==> config.mk <==
export PLATFORM = sky130hd
export DESIGN_NAME = adc_crossing_trigger
export DESIGN_NICKNAME = d
export VERILOG_FILES = /design/src/rtl/adc_trig_pkg.sv /design/src/rtl/adc_dwell_filter.sv /design/src/rtl/adc_crossing_trigger.sv
export SDC_FILE = /design/constraint.sdc
export NUM_CORES = 1
export LEC_CHECK = 0
export ABC_AREA = 1
export BUFFER_PORTS_ARGS = -buffer_cell sky130_fd_sc_hd__buf_2
export CAP_MARGIN = 15
export CORE_MARGIN = 2
export CORE_UTILIZATION = 40
export DETAILED_ROUTE_END_ITERATION = 16
export HOLD_SLACK_MARGIN = 0.08
export MAX_ROUTING_LAYER = met4
export PLACE_DENSITY = 0.58
export RECOVER_POWER = 25
export SETUP_SLACK_MARGIN = 0.1
export SYNTH_ARGS = -nofsm -noshare
export SYNTH_HDL_FRONTEND = slang
export SYNTH_SLANG_ARGS = --single-unit
==> constraint.sdc <==
create_clock -name clk_in -period 2.2 [get_ports clk_in]
set_clock_uncertainty 0.1 [all_clocks]
set_input_delay 0.44 -clock clk_in [delete_from_list [all_inputs] [get_ports clk_in]]
set_output_delay 0.44 -clock clk_in [all_outputs]
set_load 0.05 [all_outputs]
==> src/rtl/adc_trig_pkg.sv <==
// Shared types and the sample classifier for the ADC crossing trigger.
package adc_trig_pkg;

    // Widest sample the classifier handles; narrower data is zero-extended.
    localparam int unsigned CLS_MAX_W = 32;

    typedef enum logic [1:0] {
        IDLE,
        TRACK,
        FIRED
    } state_t;

    typedef enum logic [1:0] {
        CLS_LOW,
        CLS_BAND,
        CLS_HIGH
    } cls_t;

    // Unsigned hysteresis classification: above hi is HIGH, below lo is LOW.
    function automatic cls_t classify(
        input logic [CLS_MAX_W-1:0] data,
        input logic [CLS_MAX_W-1:0] hi,
        input logic [CLS_MAX_W-1:0] lo
    );
        if (data > hi) begin
            return CLS_HIGH;
        end
        if (data < lo) begin
            return CLS_LOW;
        end
        return CLS_BAND;
    endfunction

endpackage

==> src/rtl/adc_dwell_filter.sv <==
// Classifies accepted samples, debounces level changes over DWELL samples
// and holds the confirmed level. crossing is a combinational strobe that is
// high on the cycle whose edge confirms a crossing.
module adc_dwell_filter
    import adc_trig_pkg::*;
#(
    parameter int unsigned DATA_W    = 12,
    parameter int unsigned CH_W      = 5,
    parameter int unsigned CHANNEL   = 0,
    parameter int unsigned THRESH_HI = 3700,
    parameter int unsigned THRESH_LO = 3600,
    parameter int unsigned DWELL     = 4
) (
    input  logic              clk_in,
    input  logic              rst,
    input  logic              clear,
    input  logic              rearm,
    input  logic              idle,
    input  logic              track,
    input  logic              sample_valid,
    input  logic [CH_W-1:0]   sample_channel,
    input  logic [DATA_W-1:0] sample_data,
    output logic              level_high,
    output logic              crossing,
    output logic              init_hit
);

    localparam int unsigned DW = $clog2(DWELL + 1);
    localparam logic [DW-1:0] DWELL_MAX  = DW'(DWELL);
    localparam logic [DW-1:0] DWELL_LAST = DW'(DWELL - 1);
    localparam logic [DATA_W-1:0] HI = DATA_W'(THRESH_HI);
    localparam logic [DATA_W-1:0] LO = DATA_W'(THRESH_LO);

    logic [DW-1:0] dwell;
    logic          accepted;
    logic          opposite;
    cls_t          cls;

    // Sample acceptance, classification and crossing detection.
    always_comb begin
        accepted = sample_valid && (sample_channel == CH_W'(CHANNEL));
        cls      = classify(CLS_MAX_W'(sample_data), CLS_MAX_W'(HI), CLS_MAX_W'(LO));
        opposite = level_high ? (cls == CLS_LOW) : (cls == CLS_HIGH);
        crossing = accepted && track && opposite && (dwell == DWELL_LAST);
        init_hit = accepted && idle && (cls != CLS_BAND);
    end

    // Dwell counter and confirmed level register.
    always_ff @(posedge clk_in or posedge rst) begin
        if (rst) begin
            dwell      <= '0;
            level_high <= 1'b0;
        end else if (clear) begin
            dwell      <= '0;
            level_high <= 1'b0;
        end else if (rearm) begin
            dwell <= '0;
        end else if (init_hit) begin
            level_high <= (cls == CLS_HIGH);
            dwell      <= '0;
        end else if (accepted && track) begin
            if (crossing) begin
                level_high <= ~level_high;
                dwell      <= '0;
            end else if (opposite) begin
                if (dwell != DWELL_MAX) begin
                    dwell <= dwell + DW'(1);
                end
            end else begin
                dwell <= '0;
            end
        end
    end

endmodule

==> src/rtl/adc_crossing_trigger.sv <==
// Threshold-crossing sequence detector: counts debounced crossings of one
// ADC channel and fires after NUM_CROSS of them within the timeout window.
module adc_crossing_trigger
    import adc_trig_pkg::*;
#(
    parameter int unsigned DATA_W      = 12,
    parameter int unsigned CH_W        = 5,
    parameter int unsigned CHANNEL     = 0,
    parameter int unsigned THRESH_HI   = 3700,
    parameter int unsigned THRESH_LO   = 3600,
    parameter int unsigned DWELL       = 4,
    parameter int unsigned NUM_CROSS   = 4,
    parameter int unsigned TIMEOUT_CYC = 50000000,
    parameter int unsigned STICKY      = 1
) (
    input  logic                           clk_in,
    input  logic                           rst,
    input  logic                           sample_valid,
    input  logic [CH_W-1:0]                sample_channel,
    input  logic [DATA_W-1:0]              sample_data,
    input  logic                           clear,
    output logic                           trigger,
    output logic                           trigger_pulse,
    output logic [$clog2(NUM_CROSS+1)-1:0] cross_count,
    output logic                           level_high,
    output logic                           armed
);

    localparam int unsigned CW = $clog2(NUM_CROSS + 1);
    localparam int unsigned TW = (TIMEOUT_CYC > 1) ? $clog2(TIMEOUT_CYC + 1) : 1;
    localparam logic [CW-1:0] FIRE_PREV = CW'(NUM_CROSS - 1);
    localparam logic [TW-1:0] TMO_LAST  = (TIMEOUT_CYC == 0) ? '0 : TW'(TIMEOUT_CYC - 1);

    state_t        state;
    logic [TW-1:0] tmo_cnt;
    logic          crossing;
    logic          init_hit;
    logic          expire;
    logic          fire;
    logic [CW-1:0] cnt_base;

    adc_dwell_filter #(
        .DATA_W    (DATA_W),
        .CH_W      (CH_W),
        .CHANNEL   (CHANNEL),
        .THRESH_HI (THRESH_HI),
        .THRESH_LO (THRESH_LO),
        .DWELL     (DWELL)
    ) u_filter (
        .clk_in         (clk_in),
        .rst            (rst),
        .clear          (clear),
        .rearm          ((state == FIRED) && (STICKY == 0)),
        .idle           (state == IDLE),
        .track          (state == TRACK),
        .sample_valid   (sample_valid),
        .sample_channel (sample_channel),
        .sample_data    (sample_data),
        .level_high     (level_high),
        .crossing       (crossing),
        .init_hit       (init_hit)
    );

    // Timeout expiry and firing condition; a crossing in the expiry cycle
    // counts from zero, so it lands on 1 rather than being lost.
    always_comb begin
        expire   = (TIMEOUT_CYC != 0) && (cross_count != '0) && (tmo_cnt == TMO_LAST);
        cnt_base = expire ? '0 : cross_count;
        fire     = crossing && (cnt_base == FIRE_PREV);
    end

    // State machine with crossing counter, timeout counter and trigger outputs.
    always_ff @(posedge clk_in or posedge rst) begin
        if (rst) begin
            state         <= IDLE;
            trigger       <= 1'b0;
            trigger_pulse <= 1'b0;
            cross_count   <= '0;
            armed         <= 1'b0;
            tmo_cnt       <= '0;
        end else if (clear) begin
            state         <= IDLE;
            trigger       <= 1'b0;
            trigger_pulse <= 1'b0;
            cross_count   <= '0;
            armed         <= 1'b0;
            tmo_cnt       <= '0;
        end else begin
            trigger_pulse <= 1'b0;
            case (state)
                IDLE: begin
                    if (init_hit) begin
                        state <= TRACK;
                        armed <= 1'b1;
                    end
                end
                TRACK: begin
                    if (crossing) begin
                        cross_count <= cnt_base + CW'(1);
                        tmo_cnt     <= '0;
                        if (fire) begin
                            trigger       <= 1'b1;
                            trigger_pulse <= 1'b1;
                            state         <= FIRED;
                        end
                    end else if (expire) begin
                        cross_count <= '0;
                        tmo_cnt     <= '0;
                    end else if ((cross_count != '0) && (TIMEOUT_CYC != 0)) begin
                        tmo_cnt <= tmo_cnt + TW'(1);
                    end
                end
                FIRED: begin
                    if (STICKY == 0) begin
                        trigger     <= 1'b0;
                        cross_count <= '0;
                        tmo_cnt     <= '0;
                        state       <= TRACK;
                    end
                end
                default: state <= IDLE;
            endcase
        end
    end

endmodule

# After elaboration in Yosys (flattened, before gate mapping)
# Index checks and enable logic that the tools add are counted.
# word_totals
ff_bits,38
latch_bits,0
ramBits,0
romBits,0
input_bits,21
output_inout_bits,7
elab_cells,96
n_memories,0
# classes
n_addsub,3
mul,0
div,0
n_lt_le_gt_ge,2
n_eq_ne,13
shift,0
mux,43
bitwise,1
n_reduce_logical,26
# ops
operator,count
2-to-1 mux 26 bit,5
2-to-1 mux 3 bit,10
"adder 26 x 1 -> 26 bit, second input constant",1
"equality test 26 bit, second input constant",1
2-to-1 mux 1 bit,19
2-to-1 mux 2 bit,8
"> comparator 12 bit, second input constant",1
"< comparator 12 bit, second input constant",1
"inequality test 3 bit, second input constant",4
nonzero test 2 bit,5
nonzero test 3 bit,3
logical AND 1 bit,8
AND reduction 2 bit,4
"adder 3 x 1 -> 3 bit, second input constant",2
"equality test 3 x 2 -> 1 bit, second input constant",2
case mux 2 bit (3 select lines),1
zero test 5 bit,1
"inequality test 5 bit, second input constant",1
"equality test 2 bit, second input constant",2
zero test 2 bit,2
AND reduction 4 bit,1
nonzero test 4 bit,1
AND reduction 3 bit,1
"equality test 2 x 1 -> 1 bit, second input constant",1
other kinds (3),3

# Depth between registers and ports, before layout
# depth
depth_word,14
mapped_depth,14
depth_no_buf,14

# Cells and area by module
# Synthesis repeated with hierarchy kept, for this count alone.
# unflattened
hier_cells,380
area_unflattened_um2,2611.3
# modules_own_cells
mod,instances,cells_each,area_each_um2,seq_area_each_um2
adc_crossing_trigger,1,292,2069.5,850.8
adc_dwell_filter,1,88,541.8,100.1

# Worst setup path after synthesis
# OpenSTA, ideal clock, no wires.
# synth_path
path_type,reg-to-reg
startpoint,register cross_count[1]
endpoint,register cross_count[2]
setup_ns,0.118
arrival_ns,1.852
required_ns,1.982
slack_ns,0.130
path_stages_with_launch,11
n_path_buf,0
synth_period_minus_slack_ns,2.070
path_cell_list,dfrtp_1 > nor3_4 > nor3_1 > nand2_1 > nand2_1 > inv_1 > ha_1 > ha_1 > nand3_1 > nand3_1 > nand2_1
# synth_via
elab_chain_cells,7
# synth_rtl
item,line_no,source
"start, declared",adc_crossing_trigger.sv:24,"output logic [$clog2(NUM_CROSS+1)-1:0] cross_count,"
"start signal, assigned",adc_crossing_trigger.sv:99,cross_count <= cnt_base + CW'(1);
nonzero test 3 bit,adc_crossing_trigger.sv:67,expire = (TIMEOUT_CYC != 0) && (cross_count != '0) && (tmo_cnt == TMO_LAST);
logical AND 1 bit,adc_crossing_trigger.sv:67,
2-to-1 mux 3 bit *,n/a,
adder 3 x 1 -> 3 bit,adc_crossing_trigger.sv:99,
2-to-1 mux 3 bit *,adc_crossing_trigger.sv:98,if (crossing) begin
2-to-1 mux 3 bit *,adc_crossing_trigger.sv:90,case (state)
2-to-1 mux 3 bit *,adc_crossing_trigger.sv:81,end else if (clear) begin
# Every way passes the cells marked *; elsewhere a longest branch is shown, timed or not. The select of a mux whose other input is x is not followed.
# A chain may end at the register's enable or synchronous reset.

# Worst setup path in the final report
# layout_path
startpoint,register tmo_cnt[20]
endpoint,register cross_count[2]
# layout_via
elab_chain_cells,7
# layout_rtl
item,line_no,source
"start, declared",adc_crossing_trigger.sv:35,logic [TW-1:0] tmo_cnt;
"start signal, assigned",adc_crossing_trigger.sv:110,tmo_cnt <= tmo_cnt + TW'(1);
equality test 26 bit *,adc_crossing_trigger.sv:67,
logical AND 1 bit *,adc_crossing_trigger.sv:67,
2-to-1 mux 3 bit *,n/a,
adder 3 x 1 -> 3 bit,adc_crossing_trigger.sv:99,
2-to-1 mux 3 bit *,adc_crossing_trigger.sv:98,
2-to-1 mux 3 bit *,adc_crossing_trigger.sv:90,
2-to-1 mux 3 bit *,adc_crossing_trigger.sv:81,
# Marked as above.

==> results.toml <==
[synth]
synth_edf_count = 0
synth_top_area_share_pct = 33.1
synth-main-ff-cell = "dfrtp_1"
yosys.area.top_type = "dfrtp_1"
yosys_warnings = 0
synthTopCellsByCount = "127 x nand2_1, 54 x nor2_1, 40 x inv_1"
post-synth-top-count-cell = "nand2_1"
synthCells = 419
synth_cell_types = 34
async_reset_ff_share_pct = 100
synth.ff_latch_count = 38
syn_area_mm2 = 0.00287
yosysSeqAreaShare_pct = 33.1
syn-num-nets = 446
avgSynthCellArea_um2 = 6.85
synth_area_leaders = "dfrtp_1 33%, nand2_1 17%, nor2_1 7.1%"

[grt]
overflow = 0
grt_max_degree = 39
first_global_vias = 2666
grt_usage_pct = 21.1
grt_pass1_wl_um = 12500
antenna_found_initial = 0

[clocking]
cts-root-buf = "clkbuf_8"
clock_latency_ns = 0.29
clk_path_buf_depth = 2
htree_levels = 2
clk_pin_slew_ns = 0.08
cts_sinks = 38
tritoncts = "done"
cts_inserted_buffers = 5

[worst_setup_path]
reg2reg_depth = 12
cp-end-kind = "register"
start_kind = "register"
worst-endpoint-arrival_ns = 2.07
cp_max_fo = 5
path_class = "register to register"
r2r-start = "tmo_cnt[20]"
ff2ff_setup_slack_ns = 0.21
rr_endpoint = "cross_count[2]"
cp.required_ns = 2.28

[timing]
finalSetupViolations = 0
fmax_mhz = 503
worstMarginPinSlew_ns = 0.992
max-slew-margin-rel_pct = 33.9
rsz0062_at_grt = "false"
tns_ns = 0
finalCritPeriodShare_pct = 90.4
fin_crit_ns = 1.99
finalHoldViolCount = 0
drv_slew = 0

[place]
numPortBuffers = 27
routabilityCongestion = 0.991
dpl.hpwl_um = 5790

[die]
die_x_um = 88.7
row_count = 30
start_util_pct = 41.8
pin_count = 28
dieArea_mm2 = 0.00787
die_h_um = 88.7
core_area_mm2 = 0.00687

[drt]
dr_wl_met3_um = 287
drc = 0
drtIter0Drc = 194
dr.pass1.iters = 4
dr_total_vias = 2821
antenna_left = 0
routed_wl_um = 7580
wl_met2_um = 3490
top_layer_used = "met4"
wire_per_inst_um = 13.2
wl_met1_um = 3690
via_per_inst = 4.91

[finish]
final_net_count = 505
drive_above_1_share_pct = 24.1
antennaDiodeCount = 0
syn2layout_area_growth_pct = 22.8
final_util_pct = 51.3

[worst_hold_path]
hp-class = "input pin to asynchronous set/reset pin"

[power_and_ir_drop]
power_density_mw_per_mm2 = 411
max-vdd-ir-drop_mv = 0.286
leakagePower_nw = 1.68

[status]
outcome = "finished clean"

[flow_run]
cap_violations = 0
through the flow:
stage          std cells  setup slack (ns)  hold slack [ns]  power (mW)  cell area [µm²]
2_1_floorplan        419             0.130            0.371       0.813             2870
3_3_place_gp         558          0.000748            0.393       0.857             3270
3_5_place_dp         558            0.0674            0.400       0.859             3270
4_1_cts              566             0.107            0.194        1.47             3400
5_1_grt              574            0.0919            0.351        1.52             3520
6_report             574             0.211            0.351        1.45             3520
flip-flops by register name, summed over array words and instances (netlist names):
| name | count |
|---|---|
| state | 2 |
| u_filter.dwell | 3 |
| tmo_cnt | 26 |
| armed | 1 |
| trigger | 1 |
| trigger_pulse | 1 |
| cross_count | 3 |
| u_filter.level_high | 1 |
repair_timing:
item,CTS,global route
setup buffers,1,8
endpoints found under the setup margin,11,18
gates resized for setup,1,18
hold buffers,0,0
pin swaps,0,12
power breakdown:
group / internal [mW] / switching (mW)
combinational: 0.0428 / 0.0913
clock: 0.363 / 0.243
sequential: 0.703 / 0.00463
per-layer routing:
layer,vias to the layer above,GRT usage [%]
met1,1287,27.9
met3,10,2.89
met5,-,-
met2,57,34.5
met4,0,4.41
li1,1467,-
layout by cell type, fill, tap and decap left out, drive strengths merged:
cell and instances:
a21oi 4, and3 1, buf 61, bufinv 1, clkbuf 7, clkinv 1
dfrtp 38, ha 6, inv 45, nand2 132, nand3 40, nand3b 8
nand4 19, nor2 59, nor2b 1, nor3 11, o21ai 23, o31ai 1
or2 3, xnor2 4, xor2 13
cells by family (layout without fill, tap and decap cells):
| group | after synthesis | after routing | share of synthesized area, % |
|---|---|---|---|
| AOI/OAI and AO/OA | 28 | 28 | 6.41 |
| buffers and inverters | 56 | 115 | 8.50 |
| xor gates and xnor gates | 17 | 17 | 5.19 |
| and+or+nand+nor | 274 | 274 | 44.2 |
| adders and majority gates | 6 | 6 | 2.62 |
| DFF | 38 | 38 | 33.1 |
worst max path at each step:
| stage | from | end | slack (ns) | cells after the start |
|---|---|---|---|---|
| floorplan | cross_count[1] | cross_count[2] | 0.13 | 10 |
| global placement | tmo_cnt[1] | tmo_cnt[17] | 0.0007 | 10 |
| detailed placement | tmo_cnt[1] | tmo_cnt[25] | 0.07 | 10 |
| CTS | tmo_cnt[10] | state[0] | 0.11 | 11 |
| global route | tmo_cnt[4] | cross_count[2] | 0.09 | 14 |
| finish | tmo_cnt[20] | cross_count[2] | 0.21 | 12 |
worst max-delay path, stage by stage, from the launching register on:
cell	delay [ns]
dfrtp_1	0.43
nand2_1	0.09
nor2_2	0.14
nand4_1	0.10
nor2_1	0.13
nand2_1	0.12
nand2_2	0.10
inv_1	0.04
ha_2	0.19
ha_4	0.26
nand3_1	0.06
nand3_1	0.07
nand2_1	0.05
final cells by class:
type                    instances  area [µm²]
well taps                      96         120
flip-flops and latches         38         951
repair buffers                 62         424
clock buffers                   6        82.6
clock inverters                 1        30.0
fillers                       678        3340
inverters                      46         173
multi-input cells             325        1740
No activity file was read; power rests on OpenSTA's default activity.
